<file path="src/rtl/fetch_pipe_skid.sv">
// Fetch->decode pipeline register with a 2-entry skid buffer; flush/reset insert NOP bubbles.
// Latency: 1 cycle from accept to out_valid when empty; pass-through per cycle when streaming.
// Backpressure: in_ready is registered and drops only when both main and skid entries hold beats.
module fetch_pipe_skid #(
    parameter logic [31:0] NOP_INSTR = 32'h0000_0013,
    parameter int          CNT_W     = 16
) (
    input  logic             clk,
    input  logic             rst,
    input  logic             in_valid,
    output logic             in_ready,
    input  logic [31:0]      pre_address_in,
    input  logic [31:0]      instruction_in,
    input  logic             flush,
    output logic             out_valid,
    input  logic             out_ready,
    output logic [31:0]      pre_address_out,
    output logic [31:0]      instruction_out,
    output logic [CNT_W-1:0] bubble_count
);

    typedef enum logic [1:0] {EMPTY, ONE, FULL} state_t;

    typedef struct packed {
        logic [31:0] pc;
        logic [31:0] instr;
    } beat_t;

    state_t state;
    beat_t  main_q;
    beat_t  skid_q;
    beat_t  in_beat;
    logic   accept;
    logic   pop;

    assign in_beat   = '{pc: pre_address_in, instr: instruction_in};
    assign out_valid = (state != EMPTY);
    assign in_ready  = (state != FULL);
    assign accept    = in_valid & in_ready;
    assign pop       = out_valid & out_ready;

    assign pre_address_out = main_q.pc;
    assign instruction_out = main_q.instr;

    // main_q.instr is forced to NOP whenever the buffer drains, so the output
    // needs no mux; the pc deliberately keeps its last value.
    always_ff @(posedge clk) begin
        if (rst) begin
            state        <= EMPTY;
            main_q       <= '{pc: 32'h0, instr: NOP_INSTR};
            skid_q       <= '0;
            bubble_count <= '0;
        end else begin
            if (!out_valid && (bubble_count != {CNT_W{1'b1}}))
                bubble_count <= bubble_count + CNT_W'(1);

            if (flush) begin
                state        <= EMPTY;
                main_q.instr <= NOP_INSTR;
                skid_q       <= '0;
            end else begin
                case (state)
                    EMPTY: begin
                        if (accept) begin
                            main_q <= in_beat;
                            state  <= ONE;
                        end
                    end
                    ONE: begin
                        if (accept && pop) begin
                            main_q <= in_beat;
                        end else if (accept) begin
                            skid_q <= in_beat;
                            state  <= FULL;
                        end else if (pop) begin
                            main_q.instr <= NOP_INSTR;
                            state        <= EMPTY;
                        end
                    end
                    FULL: begin
                        if (pop) begin
                            main_q <= skid_q;
                            state  <= ONE;
                        end
                    end
                    default: state <= EMPTY;
                endcase
            end
        end
    end

endmodule
</file>
<file path="config.mk">
export PLATFORM = sky130hd
export DESIGN_NAME = fetch_pipe_skid
export DESIGN_NICKNAME = d
export VERILOG_FILES = /design/src/rtl/fetch_pipe_skid.sv
export SDC_FILE = /design/constraint.sdc
export NUM_CORES = 1
export LEC_CHECK = 0
export CORE_ASPECT_RATIO = 0.6
export CORE_UTILIZATION = 50
export DETAILED_ROUTE_END_ITERATION = 8
export GPL_TIMING_DRIVEN = 0
export HOLD_SLACK_MARGIN = 0.08
export PLACE_DENSITY = 0.81
export SYNTH_ARGS = -nofsm -noshare
export SYNTH_HDL_FRONTEND = slang
export SYNTH_SLANG_ARGS = --single-unit
</file>
<file path="constraint.sdc">
create_clock -name clk -period 2.3 [get_ports clk]
set_input_delay 0.69 -clock clk [delete_from_list [all_inputs] [get_ports clk]]
set_output_delay 0.69 -clock clk [all_outputs]
set_load 0.005 [all_outputs]
</file>
==> reports/results.tsv <==
metric	value	unit
routed len/inst	18.6	um
CTS tree	built	
Worst Hold Class	reg2reg	
final hold violations	0	
worst flop-to-flop path startpoint	state[1]	
DRC viols	0	
initial antenna violation count	0	
# setup viols final	2	
Via Count	6693	
failing checks	setup timing	
clk sinks	146	
Rows	31	
pin count of the biggest net entering global routing	17	
final critical-path share of the clock period	103	%
placed cells	1060	
Filler cells	961	
slowest stage delay, CP	0.34	ns
Area Overhead vs Synth	38.5	%
# IOs	151	
met3 Resource Use GR	5.77	%
first-pass GRT wire length	32.0	mm
Die H	88.4	um
die width	146	um
switching power total	0.00164	W
predominant post-synthesis flop cell	dfxtp_1	
logic gate share of total power	14.3	%
maximum VDD drop	534	uV
Unique masters post-synth	51	
1st-iter DRT viols	523	
crit path DAT	1.69	ns
Worst Path Required	1.61	ns
Critical Path End Type	output port	
drt total wl	20.3	mm
Setup WS post-layout	-0.0790	ns
CTS buffer count	17	
Root Buffer	clkbuf_16	
Top Family by Delay on Critical Path	buffers and inverters	
GR peak layer	met2	
GR Util met1	43.0	%
count leader, synth	dfxtp_1	
Avg Vias per Cell	6.13	
syn nets	820	
Post-CTS Repair Setup Buffers	0	
total grt overflow	0	
most used cell, CP	inv_1	
clock share of power	44.1	%
Worst-Margin Slew	0.605	ns
layout cells sized above 1	10.2	%
deepest clock path buffer count	2	
Commonest cells post-synth	146 x dfxtp_1, 133 x nand2_1, 77 x a21oi_1	
Die Area	0.0129	mm2
P per Cell Area	753	mW/mm2
starting density of the core	51.4	%
Total Power	0.00649	W
Mapped Avg Cell Area	8.36	um2
Mapped Cells	745	
first-pass detailed-route iteration total	5	
Post-CTS Hold Fix Bufs	0	
CTS H-tree lvls	4	
Synth async-reset ratio	0	%
fin nets	988	
WS Path Type	reg2out	
Pint	0.00486	W
met2 GRT Util	49.2	%
worst-path cell chain	inv_1 > ha_2 > buf_6 > inv_1 > dlygate4sd2_1	
Final Slew Violations	0	
clk_skew	0.0115	ns
Critical Path Start Type	flip-flop	
# port buffers	150	
Core Util, Final	71.3	%
relative slew slack	59.6	%
Buf/Inv on CP	4	
Detail Placement HPWL	14.3	mm
Worst-Skew Late Latency	0.42	ns
vias in the first global route	6363	
Post-synth EDFFs	0	
Overall Global Routing Usage	31.3	%
critical path fanouts, max	10	
GP Congestion	0.930	
ant diodes	0	
RSZ-0062 raised after global routing	true	
Max Clk Rate	0.420	GHz
top cells by area, synth	dfxtp_1 47%, nand2_1 8.0%, a21oi_1 6.2%	
HP Start	skid_q[0]	
register area share after synthesis	46.9	%
Mapped Area	0.00623	mm2
ANT nets after route	0	
share of the synthesized area in the top cell type	46.9	%
Seq pwr share	41.7	%
Synth Warn #	0	
slowest CP cell	dfxtp_2	
Critical path origin	state[0]	
Sequential Area	0.00293	mm2
Switching Share	25.2	%
Leak Pwr	3.08	nW
max cap viols	0	
Cell Count, Final, Fillers Out	1091	
register clock-pin slew on the reported worst setup and hold paths	0.06	ns
Synth area leader	dfxtp_1	
post-synthesis sequential element count	146	
outcome	complete, but fails checks	
multi-input logic area	0.00304	mm2
total core area	0.0121	mm2
crit path time final	2.38	ns
-- tightest hold or removal path: stages, from the launching register on --
cell and delay (ns):
dfxtp_1 0.31, nand2_1 0.05, a21oi_1 0.05
-- routing by layer --
| layer | vias up | share of wire, % |
|---|---|---|
| met5 | - | 0 |
| met4 | 0 | 1.8 |
| met3 | 37 | 8.6 |
| met2 | 380 | 44 |
| met1 | 3207 | 46 |
| li1 | 3069 | - |
-- worst paths after layout --
path / cells after the start / to / slack [ns]
hold reg to reg: 2 / skid_q[0] / 0.46
hold / removal: 2 / skid_q[0] / 0.46
setup reg to reg: 8 / skid_q[41] / 0.01
setup / recovery: 5 / out_valid / -0.08
-- power by group through the flow --
stage | logic (W) | registers [W] | clock network (W)
after CTS | 0.000901 | 0.00270 | 0.00287
after detailed placement | 0.000889 | 0.00275 | 0
after global placement | 0.000858 | 0.00275 | 0
final | 0.000926 | 0.00271 | 0.00286
after global routing | 0.000999 | 0.00271 | 0.00298
after floorplan | 0.000420 | 0.00275 | 0
-- layout make-up --
type                    instances  area share (%)
plain buffers                  69            3.76
clock buffers                  20            5.29
clock inverters                12            1.78
inverters                       6           0.261
multi-input cells             523            35.2
flip-flops and latches        146            33.9
well taps                     165            2.39
repair buffers                150            17.4
-- stage by stage --
| step | hold WS, ns | TNS [ns] | cell area [um2] | worst slack [ns] |
|---|---|---|---|---|
| floorplan | 0.436 | 0 | 6230 | 0.393 |
| global placement | 0.442 | -37.55 | 7930 | -0.439 |
| detailed placement | 0.447 | -47.34 | 7930 | -0.540 |
| CTS | 0.454 | -0.0680 | 8570 | -0.0680 |
| global route | 0.476 | -2.29 | 8630 | -0.149 |
| finish | 0.456 | -0.0948 | 8630 | -0.0790 |
-- cells in the final DEF (no fill, tap or decap), types with 3 or more instances in the layout --
cell,instances
nand2b_1,4
a22oi_1,35
nand4_1,3
nand3_1,6
clkinv_2,4
o31ai_1,5
a221oi_1,29
a2bb2oi_1,3
or4_1,3
clkdlybuf4s50_1,148
inv_1,6
a21oi_1,77
nor3_1,68
buf_2,14
a31oi_1,33
clkbuf_16,17
ha_1,4
clkinv_4,3
bufinv_16,3
o21ai_0,4
dfxtp_1,144
or3_1,4
nor2_1,40
clkbuf_1,27
nand2_1,132
and4_1,32
clkbuf_2,26
-- flip-flops by register name (all words and copies together), names as in the netlist --
signal / count
bubble_count: 16
state: 2
instruction_out: 32
pre_address_out: 32
skid_q: 64
-- repair_timing --
item,in CTS,in global routing
pin swaps,0,0
endpoints found under the setup margin,75,97
resized for setup,11,55
hold endpoints to repair,0,0
-- cell families (layout without fill, tap and decap cells) --
kind of cell               after synthesis  count (layout)  synth area share [%]
and+or+nand+nor                        315             315                  25.2
AOI/OAI and AO/OA                      199             199                  21.2
DFF                                    146             146                  46.9
buffers and inverters                   76             257                  4.96
adders and majority gates                6               6                  1.21
muxes                                    2               2                 0.342
xor gates and xnor gates                 1               1                 0.141
(Power assumes the default switching activity.)
